<file path="config.mk">
export PLATFORM = sky130hd
export DESIGN_NAME = inst_fetch_unit_flat
export DESIGN_NICKNAME = d
export VERILOG_FILES = /design/src/rtl/rv32i_pkg.sv /design/src/rtl/inst_fetch_unit_if.sv /design/src/rtl/fetch_fifo.sv /design/src/rtl/inst_fetch_unit.sv /design/src/flat_wrapper.sv
export SDC_FILE = /design/constraint.sdc
export NUM_CORES = 1
export LEC_CHECK = 0
export CELL_PAD_IN_SITES_DETAIL_PLACEMENT = 2
export CELL_PAD_IN_SITES_GLOBAL_PLACEMENT = 2
export CORE_ASPECT_RATIO = 0.7
export CORE_MARGIN = 2
export CORE_UTILIZATION = 48
export DETAILED_ROUTE_END_ITERATION = 8
export DONT_BUFFER_PORTS = 1
export PLACE_DENSITY = 0.81
export SYNTH_ARGS = -nofsm -noshare
export SYNTH_HDL_FRONTEND = slang
export SYNTH_SLANG_ARGS = --single-unit
export TNS_END_PERCENT = 10
</file>
<file path="constraint.sdc">
create_clock -name clk -period 9.1 [get_ports clk]
set_input_delay 1.82 -clock clk [delete_from_list [all_inputs] [get_ports clk]]
set_output_delay 1.82 -clock clk [all_outputs]
set_load 0.03 [all_outputs]
</file>
<file path="src/rtl/rv32i_pkg.sv">
// Shared RV32I definitions for the fetch front-end: widths, reset PC,
// the {pc, inst} entry carried through the prefetch FIFO, and a helper
// that forces an address onto a word boundary.
package rv32i_pkg;

    localparam int          XLEN             = 32;
    localparam int          INST_W           = 32;
    localparam logic [31:0] RESET_PC_DEFAULT = 32'h0000_0000;
    localparam logic [31:0] INST_NOP         = 32'h0000_0013;

    typedef struct packed {
        logic [XLEN-1:0]   pc;
        logic [INST_W-1:0] inst;
    } fetch_entry_t;

    // Drop the byte-offset bits; instruction fetch is always word aligned.
    function automatic logic [XLEN-1:0] word_align(input logic [XLEN-1:0] addr);
        return {addr[XLEN-1:2], 2'b00};
    endfunction

endpackage

</file>
<file path="src/rtl/inst_fetch_unit_if.sv">
// Bundle of the fetch unit's memory request/response channel, the
// instruction output handshake, and the redirect/enable controls.
// master = the fetch unit, slave = its environment (memory + core).
interface inst_fetch_unit_if;
    import rv32i_pkg::*;

    logic              fetch_en;
    logic              imem_req_valid;
    logic              imem_req_ready;
    logic [XLEN-1:0]   imem_req_addr;
    logic              imem_resp_valid;
    logic [INST_W-1:0] imem_resp_data;
    logic              inst_valid;
    logic              inst_ready;
    logic [INST_W-1:0] inst_data;
    logic [XLEN-1:0]   inst_pc;
    logic              redirect_valid;
    logic [XLEN-1:0]   redirect_pc;

    modport master (
        input  fetch_en, imem_req_ready, imem_resp_valid, imem_resp_data,
               inst_ready, redirect_valid, redirect_pc,
        output imem_req_valid, imem_req_addr, inst_valid, inst_data, inst_pc
    );

    modport slave (
        output fetch_en, imem_req_ready, imem_resp_valid, imem_resp_data,
               inst_ready, redirect_valid, redirect_pc,
        input  imem_req_valid, imem_req_addr, inst_valid, inst_data, inst_pc
    );

endinterface

</file>
<file path="src/rtl/fetch_fifo.sv">
// Small synchronous FIFO holding prefetched {pc, inst} entries.
// Writes are registered (no write-to-read bypass); flush empties it in
// one cycle and wins over a same-cycle push or pop.
module fetch_fifo #(
    parameter int DEPTH = 4,
    parameter int WIDTH = 64
) (
    input  logic                       clk,
    input  logic                       reset_n,
    input  logic                       push,
    input  logic [WIDTH-1:0]           push_data,
    input  logic                       pop,
    input  logic                       flush,
    output logic [WIDTH-1:0]           head_data,
    output logic [$clog2(DEPTH):0]     count,
    output logic                       empty
);
    localparam int AW = $clog2(DEPTH);
    localparam int CW = AW + 1;

    logic [WIDTH-1:0] mem_reg [DEPTH];
    logic [AW-1:0]    wr_ptr_reg;
    logic [AW-1:0]    rd_ptr_reg;
    logic [CW-1:0]    count_reg;
    logic             pop_ok;

    // A pop on an empty FIFO is ignored rather than corrupting the pointers.
    assign pop_ok    = pop & (count_reg != '0);
    assign head_data = mem_reg[rd_ptr_reg];
    assign count     = count_reg;
    assign empty     = (count_reg == '0);

    // Storage, pointers and occupancy; pointers wrap naturally (DEPTH is a power of two).
    always_ff @(posedge clk or negedge reset_n) begin
        if (!reset_n) begin
            for (int i = 0; i < DEPTH; i++) begin
                mem_reg[i] <= '0;
            end
            wr_ptr_reg <= '0;
            rd_ptr_reg <= '0;
            count_reg  <= '0;
        end else if (flush) begin
            wr_ptr_reg <= '0;
            rd_ptr_reg <= '0;
            count_reg  <= '0;
        end else begin
            if (push) begin
                mem_reg[wr_ptr_reg] <= push_data;
                wr_ptr_reg          <= wr_ptr_reg + AW'(1);
            end
            if (pop_ok) begin
                rd_ptr_reg <= rd_ptr_reg + AW'(1);
            end
            count_reg <= count_reg + CW'(push) - CW'(pop_ok);
        end
    end

endmodule

</file>
<file path="src/rtl/inst_fetch_unit.sv">
// Instruction fetch front-end: issues word-aligned requests under a
// credit limit, tags in-order responses with their PC, buffers them in
// the prefetch FIFO, and squashes everything in flight on a redirect.
module inst_fetch_unit
    import rv32i_pkg::*;
#(
    parameter int          FIFO_DEPTH = 4,
    parameter logic [31:0] RESET_PC   = RESET_PC_DEFAULT
) (
    input  logic              clk,
    input  logic              reset_n,
    inst_fetch_unit_if.master bus
);
    localparam int CW = $clog2(FIFO_DEPTH) + 1;
    // Wide enough to hold fifo_count + outstanding + discard without overflow.
    localparam int SW = CW + 2;

    logic [XLEN-1:0] fetch_pc_reg, fetch_pc_next;
    logic [XLEN-1:0] resp_pc_reg, resp_pc_next;
    logic [CW-1:0]   outstanding_reg, outstanding_next;
    logic [CW-1:0]   discard_reg, discard_next;
    logic [CW-1:0]   fifo_count;
    logic            fifo_empty;
    logic [SW-1:0]   credit_used;
    logic            req_valid;
    logic            req_fire;
    logic            push;
    logic            pop;
    logic            inst_valid;
    logic [XLEN-1:0] redirect_target;
    fetch_entry_t    push_entry;
    fetch_entry_t    head_entry;

    assign redirect_target = word_align(bus.redirect_pc);

    // Every accepted, non-discarded response is guaranteed a FIFO slot.
    assign credit_used = SW'(fifo_count) + SW'(outstanding_reg) + SW'(discard_reg);
    assign req_valid   = reset_n & bus.fetch_en & ~bus.redirect_valid
                       & (credit_used < SW'(FIFO_DEPTH));
    assign req_fire    = req_valid & bus.imem_req_ready;

    // A response arriving during a redirect belongs to the old stream.
    assign push       = bus.imem_resp_valid & (discard_reg == '0) & ~bus.redirect_valid;
    assign push_entry = '{pc: resp_pc_reg, inst: bus.imem_resp_data};

    assign inst_valid = ~fifo_empty;
    assign pop        = inst_valid & bus.inst_ready;

    assign bus.imem_req_valid = req_valid;
    assign bus.imem_req_addr  = fetch_pc_reg;
    assign bus.inst_valid     = inst_valid;
    assign bus.inst_data      = head_entry.inst;
    assign bus.inst_pc        = head_entry.pc;

    fetch_fifo #(
        .DEPTH (FIFO_DEPTH),
        .WIDTH ($bits(fetch_entry_t))
    ) u_fifo (
        .clk       (clk),
        .reset_n   (reset_n),
        .push      (push),
        .push_data (push_entry),
        .pop       (pop),
        .flush     (bus.redirect_valid),
        .head_data (head_entry),
        .count     (fifo_count),
        .empty     (fifo_empty)
    );

    // Next-state for PCs and in-flight bookkeeping; redirect overrides everything.
    always_comb begin
        fetch_pc_next    = fetch_pc_reg;
        resp_pc_next     = resp_pc_reg;
        outstanding_next = outstanding_reg + CW'(req_fire) - CW'(bus.imem_resp_valid);
        discard_next     = discard_reg;
        if (bus.redirect_valid) begin
            fetch_pc_next = redirect_target;
            resp_pc_next  = redirect_target;
            // Everything still in flight after this edge belongs to the old stream.
            discard_next  = outstanding_reg - CW'(bus.imem_resp_valid);
        end else begin
            if (req_fire) begin
                fetch_pc_next = fetch_pc_reg + 32'd4;
            end
            if (push) begin
                resp_pc_next = resp_pc_reg + 32'd4;
            end
            if (bus.imem_resp_valid && (discard_reg != '0)) begin
                discard_next = discard_reg - CW'(1);
            end
        end
    end

    // State registers for PCs and the outstanding/discard counters.
    always_ff @(posedge clk or negedge reset_n) begin
        if (!reset_n) begin
            fetch_pc_reg    <= RESET_PC;
            resp_pc_reg     <= RESET_PC;
            outstanding_reg <= '0;
            discard_reg     <= '0;
        end else begin
            fetch_pc_reg    <= fetch_pc_next;
            resp_pc_reg     <= resp_pc_next;
            outstanding_reg <= outstanding_next;
            discard_reg     <= discard_next;
        end
    end

endmodule
</file>
<file path="src/flat_wrapper.sv">
// flat-port wrapper written by rule: the top's interface ports become plain ports
module inst_fetch_unit_flat import rv32i_pkg::*;
#(
    parameter int          FIFO_DEPTH = 4,
    parameter logic [31:0] RESET_PC   = RESET_PC_DEFAULT
)
  (clk, reset_n, bus_fetch_en, bus_imem_req_ready, bus_imem_resp_valid, bus_imem_resp_data, bus_inst_ready, bus_redirect_valid, bus_redirect_pc, bus_imem_req_valid, bus_imem_req_addr, bus_inst_valid, bus_inst_data, bus_inst_pc);
  inst_fetch_unit_if bus_i ();
  input  logic clk;
  input  logic reset_n;
  input wire logic [$bits(bus_i.fetch_en)-1:0] bus_fetch_en;
  input wire logic [$bits(bus_i.imem_req_ready)-1:0] bus_imem_req_ready;
  input wire logic [$bits(bus_i.imem_resp_valid)-1:0] bus_imem_resp_valid;
  input wire logic [$bits(bus_i.imem_resp_data)-1:0] bus_imem_resp_data;
  input wire logic [$bits(bus_i.inst_ready)-1:0] bus_inst_ready;
  input wire logic [$bits(bus_i.redirect_valid)-1:0] bus_redirect_valid;
  input wire logic [$bits(bus_i.redirect_pc)-1:0] bus_redirect_pc;
  output wire logic [$bits(bus_i.imem_req_valid)-1:0] bus_imem_req_valid;
  output wire logic [$bits(bus_i.imem_req_addr)-1:0] bus_imem_req_addr;
  output wire logic [$bits(bus_i.inst_valid)-1:0] bus_inst_valid;
  output wire logic [$bits(bus_i.inst_data)-1:0] bus_inst_data;
  output wire logic [$bits(bus_i.inst_pc)-1:0] bus_inst_pc;
  assign bus_i.fetch_en = bus_fetch_en;
  assign bus_i.imem_req_ready = bus_imem_req_ready;
  assign bus_i.imem_resp_valid = bus_imem_resp_valid;
  assign bus_i.imem_resp_data = bus_imem_resp_data;
  assign bus_i.inst_ready = bus_inst_ready;
  assign bus_i.redirect_valid = bus_redirect_valid;
  assign bus_i.redirect_pc = bus_redirect_pc;
  assign bus_imem_req_valid = bus_i.imem_req_valid;
  assign bus_imem_req_addr = bus_i.imem_req_addr;
  assign bus_inst_valid = bus_i.inst_valid;
  assign bus_inst_data = bus_i.inst_data;
  assign bus_inst_pc = bus_i.inst_pc;
  inst_fetch_unit #(.FIFO_DEPTH(FIFO_DEPTH), .RESET_PC(RESET_PC)) u_core (.clk(clk), .reset_n(reset_n), .bus(bus_i));
endmodule
</file>
==> summary.txt <==
Pwr
  – Max VDD drop: between 0.15 and 0.2 mV
  – Net switching power figure: ~1.8 mW
  – Leakage: about 7.4 nW
  – Cell-internal power: 3.179 mW
  – Flop pwr share: between 40 and 50%
  – Clock Power Share: between 20% and 30%
  – Total power density per cell area: ~300 mW/mm²
  – Switching Fraction: between 30% and 40%
  – Combinational fraction of design power: 29.7%

STA
  – Worst slew margin relative to its limit: around a quarter
  – Peak Freq: ~200 MHz
  – Period minus WS final: between 5 and 6 ns
  – Setup repair after global routing missed its margin: false
  – Setup Skew: 0.02499 ns
  – Final hold violations: 0
  – Max Slew Vio Count: 0
  – Finish-stage setup viols: 0
  – Worst Tran Pin Value: ~1.1 ns
  – Period Utilization, post-route: between 50% and 60%
  – Total negative slack for setup checks: 0 ns

Synth
  – Unique cell type count in the Yosys netlist: 60
  – Dominant cell by count in the synthesized netlist: dfrtp_1
  – Number of warning messages in the yosys log: 0
  – Main flop type after synthesis: dfrtp_1
  – Syn avg cell area: roughly 14 µm²
  – Post-Syn Instances: between 1k and 1.5k
  – Ys async rst share: between 90% and 100%
  – Top cells by area in the synthesized netlist: dfrtp_1 54%, mux2_2 18%, mux4_2 9.3%
  – Synth top area share: around 54%
  – Fraction of the yosys area taken by sequential cells: between 50 and 60%
  – Syn Std Cell Area: around 0.015 mm²
  – Number of synthesized flops with an enable pin: 0
  – Most common library cells after synthesis: 321 x dfrtp_1, 236 x mux2_2, 74 x nand2_1
  – Number of register bits inferred by synthesis: approximately 320
  – Largest area contributor in the synthesized netlist: dfrtp_1

Place
  – Port bufs: 0
  – Gp weighted congestion: between 0.8 and 0.9
  – DP HPWL: approximately 26 mm

Floorplan
  – Ports placed on the boundary: about 170
  – Total Die Area: 0.03271 mm²
  – Initial standard-cell utilization of the core: 48.48%
  – Overall die width: 215.3 µm
  – Core box area: about 0.031 mm²
  – Number of rows created at floorplan: 54
  – Die height: around 150 µm

Layout
  – Ant. Diodes: 0
  – Layout net count: 1166
  – Final core utilization: 52.95%
  – Layout cell share with drive strength beyond 1: between 30% and 40%
  – Area added between synthesis and finish: 9.215%
  – Largest register FFs: 248
  – Filler Cell Count: 2856

Drt
  – Sum of met2 wire segment lengths after detailed routing: about 20 mm
  – Top metal layer carrying routed signals: met5
  – Met3 WL post-DR: ~1.8 mm
  – Total DRC errors in the routed layout: 0
  – DRT Pass-1 Iters: 7
  – Final antenna-violating net count: 0
  – Wire length after detailed routing: 40.25 mm
  – Met1 Wirelength: ~18 mm
  – Average wire per standard cell: between 20 and 30 µm
  – Number of violations reported at the end of detailed-routing iteration 0: between 500 and 600
  – Avg Vias per Cell: approximately 6.0
  – Total via count in the routed design: 9150

CTS
  – Longest Clk Path Bufs: 3
  – Setup Buffers After CTS: 0
  – Number of buffers inserted during clock tree synthesis: 35
  – Post-CTS Resized: 0
  – Clock Pin Slew Worst Setup and Hold Paths: about 0.060 ns
  – Cts hold-fix bufs: 0
  – Total number of H-tree levels: 2
  – TritonCTS clock tree: done
  – Clock sink count: approximately 320
  – Skew-Pair Late Insertion Delay: 0.52 ns
  – Clock root buffer: clkbuf_16

GRT
  – Number of global-route vias before repair: about 11k
  – Antenna violations before repair: 1
  – Overall fraction of global-route tracks in use: 25.63%
  – First-pass GRT wire length: about 65 mm
  – Global route overflow: 0
  – Maximum number of pins on one net before global-route repair: ~320

Status
  – Result of the run: finished, final reports clean

Worst setup path
  – Kind of critical path: flop to primary output
  – Cell type group with the largest total delay on the critical path: simple AND/OR/NAND/NOR gates
  – Worst EP required: ~7.3 ns
  – Endpoint kind of the worst setup timing path: primary output
  – Crit-path slowest cell: dfrtp_1
  – CP most frequent cell: ha_1
  – Critical path's largest stage delay: between 0.4 and 0.5 ns
  – Cell-by-cell trace of the critical path: ha_1 -> fa_1 -> xor2_1 -> ha_1 -> nand4bb_1 -> nor4_1 -> a21boi_0 -> and2_1
  – Number of buffer and inverter instances along the worst setup path: 0
  – Worst Setup Start Kind: flop
  – Worst-path maximum fanout: 3
  – Arr. time, crit path: between 3 and 4 ns

Hold path
  – Hold crit path type: flop to flop

Job
  – Number of max-cap violations: 0
worst register-to-register path, cell delays in order (launching register included):
cell and delay, ns:
dfrtp_1 0.42, ha_1 0.26, fa_1 0.39, xor2_1 0.18, ha_1 0.30, or4b_4 0.57, a2111oi_4 0.56, buf_4 0.31
nand4_1 0.14, mux2_1 0.38, nand2_1 0.08
area by class of cell:
| class | instances | area (µm²) | area share, % |
|---|---|---|---|
| Sequential cell | 321 | 8040 | 49.07 |
| Multi-Input combinational cell | 689 | 6581 | 40.16 |
| Clock buffer | 52 | 1032 | 6.300 |
| Tap cell | 420 | 525.5 | 3.207 |
| Clock inverter | 9 | 101.3 | 0.6185 |
| Inverter | 24 | 90.09 | 0.5498 |
| Timing Repair Buffer | 2 | 15.01 | 0.09163 |
routing by layer:
layer / GRT usage [%] / vias up
li1: - / 3977
met1: 34.95 / 4976
met2: 43.13 / 153
met3: 5.085 / 42
met4: 4.992 / 2
met5: 0 / -
cell families (layout without fill, tap and decap cells):
logic type / after synthesis / in the layout / synth area share (%)
other cells: 1 / 4 / 0.02499
fa+ha+maj: 22 / 22 / 1.985
simple gates: 216 / 216 / 7.547
mux: 300 / 300 / 27.16
xor+xnor: 39 / 39 / 2.277
compound gates: 108 / 108 / 4.595
flops: 321 / 321 / 53.54
buf+inv: 99 / 87 / 2.869
cell usage in the layout (no fill, tap or decap), types with 12 or more instances in the layout:
master     count
xor2_1        14
clkbuf_16     37
mux4_2        62
nand2_1       70
a21oi_1       12
o21ai_0       35
nand4_1       16
dfrtp_1      319
nor3_1        15
nand3_1       26
xnor2_1       25
nor2_1        25
inv_1         24
ha_1          19
mux2_2       236
o21ai_1       18
stage by stage:
stage / instances / hold slack [ns] / setup slack (ns) / total power [mW] / area [µm²]
finish: 1517 / 0.4987 / 4.077 / 4.934 / 16390
global route: 1517 / 0.5148 / 3.811 / 5.183 / 16390
floorplan: 1109 / 0.4446 / 4.511 / 3.203 / 15010
CTS: 1517 / 0.5018 / 4.056 / 5.002 / 16390
detailed placement: 1456 / 0.4877 / 4.296 / 3.546 / 15250
global placement: 1456 / 0.4559 / 4.363 / 3.436 / 15250
worst paths after layout:
path / startpoint / end / slack [ns] / cells after the start
max: u_core.u_fifo.count[0] / bus_imem_req_valid / 4.08 / 8
min: u_core.u_fifo.mem_reg[101] / u_core.u_fifo.mem_reg[101] / 0.50 / 1
max reg2reg: u_core.u_fifo.count[0] / u_core.bus.imem_req_addr[26] / 5.43 / 10
min reg2reg: u_core.u_fifo.mem_reg[101] / u_core.u_fifo.mem_reg[101] / 0.50 / 1
max in group asynchronous: reset_n / u_core.u_fifo.mem_reg[135] / 7.47 / 0
min in group asynchronous: reset_n / u_core.u_fifo.mem_reg[223] / 1.00 / 0
power groups by stage:
| stage | registers (mW) | clock network, mW | logic, mW |
|---|---|---|---|
| after floorplan | 1.91 | 0 | 1.29 |
| final | 2.04 | 1.42 | 1.47 |
| after global routing | 2.09 | 1.52 | 1.57 |
| after CTS | 2.04 | 1.46 | 1.50 |
| after detailed placement | 2.06 | 0 | 1.48 |
| after global placement | 2.03 | 0 | 1.41 |
No activity file was read; power rests on OpenSTA's default activity.
